<file path="config.mk">
export PLATFORM = sky130hd
export DESIGN_NAME = gam_pattern_feeder
export DESIGN_NICKNAME = d
export VERILOG_FILES = /design/src/rtl/gam_pattern_feeder.sv
export SDC_FILE = /design/constraint.sdc
export NUM_CORES = 1
export LEC_CHECK = 0
export BUFFER_PORTS_ARGS = -buffer_cell sky130_fd_sc_hd__buf_4
export CAP_MARGIN = 20
export CORE_UTILIZATION = 40
export CTS_BUF_LIST = sky130_fd_sc_hd__clkbuf_4 sky130_fd_sc_hd__clkbuf_8 sky130_fd_sc_hd__clkbuf_16
export DETAILED_ROUTE_END_ITERATION = 8
export PLACE_DENSITY = 0.53
export REMOVE_ABC_BUFFERS = 1
export SYNTH_ARGS = -nofsm -noshare
export SYNTH_HDL_FRONTEND = slang
export SYNTH_SLANG_ARGS = --single-unit
</file>
<file path="constraint.sdc">
create_clock -name clk -period 3.7 [get_ports clk]
set_input_delay 0.185 -clock clk [delete_from_list [all_inputs] [get_ports clk]]
set_output_delay 0.185 -clock clk [all_outputs]
set_load 0.01 [all_outputs]
</file>
<file path="src/rtl/gam_pattern_feeder.sv">
//==============================================================================
// Module   : gam_pattern_feeder
// Purpose  : Transmitter side of the Memory_Layer learning handshake. Holds a
//            loadable table of training node vectors (CLASS_COUNT classes x
//            NODE_COUNT nodes) and streams one (x, c) pair per rising READY
//            event, class-major / node-minor. learning_done rises with the
//            final pair and is held until the next start or reset.
// Ports    : clk, reset (sync, active-low)
//            load_en/load_class/load_node/load_data : table write port
//            num_classes/num_nodes/start            : stream configuration
//            ready_wait                             : 1=READY, 0=WAIT
//            x, c, x_valid, learning_done, busy     : stream outputs
//            zero_skips                             : skipped zero entries
// Options  : `define GAM_FEEDER_ZERO_SKIP_EN to skip all-zero table entries
//            without spending a READY event on them.
// Revision : 1.0 - initial release
//==============================================================================
`default_nettype none

module gam_pattern_feeder #(
    parameter int NODE_W      = 32,
    parameter int CLASS_COUNT = 4,
    parameter int NODE_COUNT  = 5,
    parameter int CW          = $clog2(CLASS_COUNT + 1),
    parameter int NW          = $clog2(NODE_COUNT + 1)
) (
    input  logic              clk,
    input  logic              reset,
    input  logic              load_en,
    input  logic [CW-1:0]     load_class,
    input  logic [NW-1:0]     load_node,
    input  logic [NODE_W-1:0] load_data,
    input  logic [CW-1:0]     num_classes,
    input  logic [NW-1:0]     num_nodes,
    input  logic              start,
    input  logic              ready_wait,
    output logic [NODE_W-1:0] x,
    output logic [CW-1:0]     c,
    output logic              x_valid,
    output logic              learning_done,
    output logic              busy,
    output logic [7:0]        zero_skips
);

    // Zero-based table index widths (exactly wide enough for each dimension)
    localparam int c_ciw = (CLASS_COUNT > 1) ? $clog2(CLASS_COUNT) : 1;
    localparam int c_niw = (NODE_COUNT  > 1) ? $clog2(NODE_COUNT)  : 1;
    localparam logic [CW-1:0] c_cmax = CW'(CLASS_COUNT);
    localparam logic [NW-1:0] c_nmax = NW'(NODE_COUNT);

    typedef enum logic [1:0] {
        S_IDLE  = 2'd0,
        S_ARM   = 2'd1,
        S_ISSUE = 2'd2,
        S_DONE  = 2'd3
    } state_t;

    state_t r_state;
    state_t w_state_nxt;

    logic [NODE_W-1:0] r_table [CLASS_COUNT][NODE_COUNT];

    logic [CW-1:0]     r_class_cnt;
    logic [NW-1:0]     r_node_cnt;
    logic [CW-1:0]     r_nc;
    logic [NW-1:0]     r_nn;
    logic              r_ready_q;
    logic [NODE_W-1:0] r_x;
    logic [CW-1:0]     r_c;
    logic              r_x_valid;
    logic              r_done;

    logic              w_busy;
    logic              w_start_ok;
    logic              w_ready_evt;
    logic              w_last;
    logic              w_skip;
    logic              w_wr_ok;
    logic [c_ciw-1:0]  w_ld_ci;
    logic [c_niw-1:0]  w_ld_ni;
    logic [c_ciw-1:0]  w_rd_ci;
    logic [c_niw-1:0]  w_rd_ni;
    logic [NODE_W-1:0] w_entry;
    logic [CW-1:0]     w_nc_clamp;
    logic [NW-1:0]     w_nn_clamp;

    assign w_busy      = (r_state == S_ARM) || (r_state == S_ISSUE);
    assign w_start_ok  = start && ((r_state == S_IDLE) || (r_state == S_DONE));
    assign w_ready_evt = ready_wait && !r_ready_q;
    assign w_last      = (r_class_cnt == r_nc) && (r_node_cnt == r_nn);

    // Stream length is clamped into 1..max so the counters always terminate
    assign w_nc_clamp = (num_classes == '0)   ? CW'(1) :
                        (num_classes > c_cmax) ? c_cmax : num_classes;
    assign w_nn_clamp = (num_nodes == '0)     ? NW'(1) :
                        (num_nodes > c_nmax)   ? c_nmax : num_nodes;

    // ---------------------------------------------------------------- table
    assign w_wr_ok = load_en && !w_busy &&
                     (load_class != '0) && (load_class <= c_cmax) &&
                     (load_node  != '0) && (load_node  <= c_nmax);
    assign w_ld_ci = c_ciw'(load_class - CW'(1));
    assign w_ld_ni = c_niw'(load_node  - NW'(1));
    assign w_rd_ci = c_ciw'(r_class_cnt - CW'(1));
    assign w_rd_ni = c_niw'(r_node_cnt  - NW'(1));
    assign w_entry = r_table[w_rd_ci][w_rd_ni];

    // Table contents survive reset so a stream can be replayed after reset
    always_ff @(posedge clk) begin
        if (w_wr_ok) begin
            r_table[w_ld_ci][w_ld_ni] <= load_data;
        end
    end

`ifdef GAM_FEEDER_ZERO_SKIP_EN
    logic [7:0] r_zero_skips;

    assign w_skip = (w_entry == '0);

    always_ff @(posedge clk) begin
        if (!reset) begin
            r_zero_skips <= 8'd0;
        end else if ((r_state == S_ISSUE) && w_skip && (r_zero_skips != 8'hFF)) begin
            r_zero_skips <= r_zero_skips + 8'd1;
        end
    end

    assign zero_skips = r_zero_skips;
`else
    assign w_skip     = 1'b0;
    assign zero_skips = 8'd0;
`endif

    // ------------------------------------------------------------------ FSM
    always_ff @(posedge clk) begin
        if (!reset) begin
            r_state <= S_IDLE;
        end else begin
            r_state <= w_state_nxt;
        end
    end

    always_comb begin
        w_state_nxt = r_state;
        case (r_state)
            S_IDLE:  if (start) w_state_nxt = S_ARM;
            S_ARM:   if (w_ready_evt) w_state_nxt = S_ISSUE;
            S_ISSUE: begin
                if (w_last) begin
                    w_state_nxt = S_DONE;
                end else if (w_skip) begin
                    // Skipped entry: evaluate the next one without a new READY
                    w_state_nxt = S_ISSUE;
                end else begin
                    w_state_nxt = S_ARM;
                end
            end
            S_DONE:  if (start) w_state_nxt = S_ARM;
            default: w_state_nxt = S_IDLE;
        endcase
    end

    // ------------------------------------------------------------- datapath
    always_ff @(posedge clk) begin
        if (!reset) begin
            r_class_cnt <= CW'(1);
            r_node_cnt  <= NW'(1);
            r_nc        <= CW'(1);
            r_nn        <= NW'(1);
            r_ready_q   <= 1'b0;
            r_x         <= '0;
            r_c         <= '0;
            r_x_valid   <= 1'b0;
            r_done      <= 1'b0;
        end else begin
            r_x_valid <= 1'b0;
            // Clearing the edge detector on start lets a READY that is
            // already high count as the first event.
            r_ready_q <= w_start_ok ? 1'b0 : ready_wait;

            if (w_start_ok) begin
                r_nc        <= w_nc_clamp;
                r_nn        <= w_nn_clamp;
                r_class_cnt <= CW'(1);
                r_node_cnt  <= NW'(1);
                r_done      <= 1'b0;
            end else if (r_state == S_ISSUE) begin
                if (!w_skip) begin
                    r_x       <= w_entry;
                    r_c       <= r_class_cnt;
                    r_x_valid <= 1'b1;
                end
                if (w_last) begin
                    r_done <= 1'b1;
                end else if (r_node_cnt == r_nn) begin
                    r_node_cnt  <= NW'(1);
                    r_class_cnt <= r_class_cnt + CW'(1);
                end else begin
                    r_node_cnt  <= r_node_cnt + NW'(1);
                end
            end
        end
    end

    assign x             = r_x;
    assign c             = r_c;
    assign x_valid       = r_x_valid;
    assign learning_done = r_done;
    assign busy          = w_busy;

endmodule

`default_nettype wire

</file>
==> impl_metrics.env <==
export IMPL_grt_pass1_wl_um=97900
export IMPL_placed_cells=2452
export IMPL_path_max_fanout=18
export IMPL_cts_tree="done"
export IMPL_grt_pass1_vias=14700
export IMPL_ctsResizeCount=0
export IMPL_status="finished clean"
export IMPL_synth_seq_cells=692
export IMPL_slew_viol_final=0
export IMPL_slew_headroom_pct=52.7
export IMPL_yosys_most_used_dff="edfxtp_1"
export IMPL_min_path_type="input pin to register"
export IMPL_final_antenna_net_count=0
export IMPL_synth_top_area_share_pct=70.4
export IMPL_clockBufferDepth=3
export IMPL_syn_cell_area_um2=27300
export IMPL_grt_ovfl_total=0
export IMPL_diodes=0
export IMPL_min_period_ns=3.14
export IMPL_clockRootBuffer="clkbuf_16"
export IMPL_hold_buffers=41
export IMPL_crit_path_start_kind="register"
export IMPL_dr_pass1_iters=4
export IMPL_antenna_found_initial=0
export IMPL_period_share_pct=84.9
export IMPL_drv_cap=0
export IMPL_peakVddDrop_mv=0.298
export IMPL_cp_required_ns=4.22
export IMPL_post_cts_repair_setup_buffers=0
export IMPL_synth_distinct_cells=51
export IMPL_clk_latency_ns=0.60
export IMPL_mostFrequentLayoutCell="edfxtp_1"
export IMPL_synthArstFlopShare_pct=0
export IMPL_drtIter0Drc=1020
export IMPL_finalWirelength_um=66200
export IMPL_yosys_warnings=0
export IMPL_core_area_um2=67400
export IMPL_ios=95
export IMPL_fin_util_pct=47.5
export IMPL_initial_core_util_pct=40.5
export IMPL_drive_above_1_share_pct=26.5
export IMPL_hold_viol_final=0
export IMPL_setup_viol=0
export IMPL_htreeDepth=3
export IMPL_cts_sinks=692
export IMPL_synth_cells=1542
export IMPL_dp_hpwl_um=34900
export IMPL_via_per_inst=5.57
export IMPL_seq_area_frac_synth_pct=74.2
export IMPL_place_congestion=0.731
export IMPL_finClkSkew_ns=0.0146
export IMPL_yosys_top_cells_area="edfxtp_1, mux2_2, dfxtp_1, mux2i_1, mux4_2"
export IMPL_wl_per_cell_um=25.2
export IMPL_die_area_um2=69300
export IMPL_num_vias=14700
export IMPL_avgSynthCellArea_um2=17.7
export IMPL_portBuffers=86
export IMPL_reg2reg_depth=8
export IMPL_critPathKind="register to register"
export IMPL_critPathArrivalTime_ns=3.67
export IMPL_cts_buffers=74
export IMPL_track_usage_pct=19.1
export IMPL_drc_errors=0
export IMPL_worst_pin_slew_ns=0.692
export IMPL_timing_fmax_mhz=318
export IMPL_num_rows=95
export IMPL_die_w_um=263
export IMPL_fill_cells=5631
export IMPL_multi_input_area_um2=6630
export IMPL_rsz0062_at_grt="false"
export IMPL_die_y_um=263
export IMPL_ff_latch_area_um2=20300
export IMPL_endpoint_kind="register"
export IMPL_final_cells=2629
export IMPL_power_density_nw_per_um2=609
export IMPL_layout_common_cells="edfxtp_1, buf_4, mux2_2"
export IMPL_synth_edff_count=640
export IMPL_areaGrowthSynthToFinish_pct=17.2
export IMPL_synth_largest_area_cell="edfxtp_1"
export IMPL_holdPathStages=4
export IMPL_fin_nets=1753
export IMPL_grt_max_degree=94
export IMPL_clk_pin_slew_ns=0.06
export IMPL_p_leak_uw=0.0110
==> metrics by stage <==
| stage | worst slack, ns | hold slack (ns) | TNS, ns | total power, µW | cell area, µm² |
|---|---|---|---|---|---|
| 2_1_floorplan | -7.53 | 0.257 | -240.29 | 11200 | 26700 |
| 4_1_cts | 0.548 | 0.00310 | 0 | 19700 | 32000 |
| 3_3_place_gp | 0.724 | 0.427 | 0 | 12300 | 29200 |
| 6_report | 0.558 | 0.0344 | 0 | 19500 | 32000 |
| 3_5_place_dp | 0.578 | 0.438 | 0 | 12300 | 29200 |
| 5_1_grt | 0.301 | 0.0282 | 0 | 20200 | 32000 |
==> path summary, 6_finish.rpt <==
path / from / endpoint / slack (ns)
max: r_node_cnt[0] / x[22] / 0.56
min: num_nodes[1] / r_nn[1] / 0.03
max reg2reg: r_node_cnt[0] / x[22] / 0.56
min reg2reg: c[0] / c[0] / 0.49
==> per-layer routing <==
| metal | GRT usage [%] | up-vias | wire length, µm |
|---|---|---|---|
| li1 | - | 6531 | - |
| met1 | 28.5 | 7645 | 31600 |
| met2 | 29.2 | 397 | 30300 |
| met3 | 2.63 | 78 | 3130 |
| met4 | 5.61 | 0 | 1150 |
| met5 | 0 | - | 0 |
==> power breakdown <==
part | total, µW | internal [µW] | switching [µW]
Combinational | 3280 | 1310 | 1970
Sequential | 8920 | 8730 | 186
Clock | 7310 | 4380 | 2930
==> kinds of logic after synthesis <==
kind of cell,synth area share [%]
mux,11.7
fa+ha+maj,0.367
buf+inv,2.49
other cells,0.0137
compound gates,7.68
flops,74.2
xor+xnor,0.481
simple gates,3.08
==> worst max-delay path: stages, from the launching register on <==
cell and delay, ns:
dfxtp_1 0.62, inv_1 0.22, ha_4 0.33, or2_2 0.54
buf_4 0.30, a211oi_1 0.06, a2111oi_0 0.67, o221ai_1 0.19
o21ai_1 0.11
==> synthesized netlist by cell type (31+ instances only) <==
| cell | count |
|---|---|
| nor2_1 | 91 |
| mux2i_1 | 104 |
| dfxtp_1 | 52 |
| buf_2 | 34 |
| o22ai_1 | 60 |
| edfxtp_1 | 640 |
| o2111ai_1 | 31 |
| clkbuf_1 | 31 |
| nor2b_1 | 38 |
| mux4_2 | 35 |
| a211oi_1 | 31 |
| mux2_2 | 106 |
==> cell type report <==
| cell class | instances | share of cell area [%] |
|---|---|---|
| clock buffers | 116 | 7.11 |
| clock inverters | 20 | 0.485 |
| inverters | 12 | 0.141 |
| multi-input cells | 739 | 20.7 |
| flip-flops and latches | 692 | 63.3 |
| well taps | 873 | 3.41 |
| repair buffers | 177 | 4.86 |
==> registers in the layout, summed over array words and instances (netlist names) <==
register       cells
r_class_cnt        3
r_nc               3
r_table          640
r_node_cnt         3
c                  3
x_valid            1
x                 32
r_nn               3
r_state            2
r_ready_q          1
learning_done      1
Power figures use the tool's default switching activity.
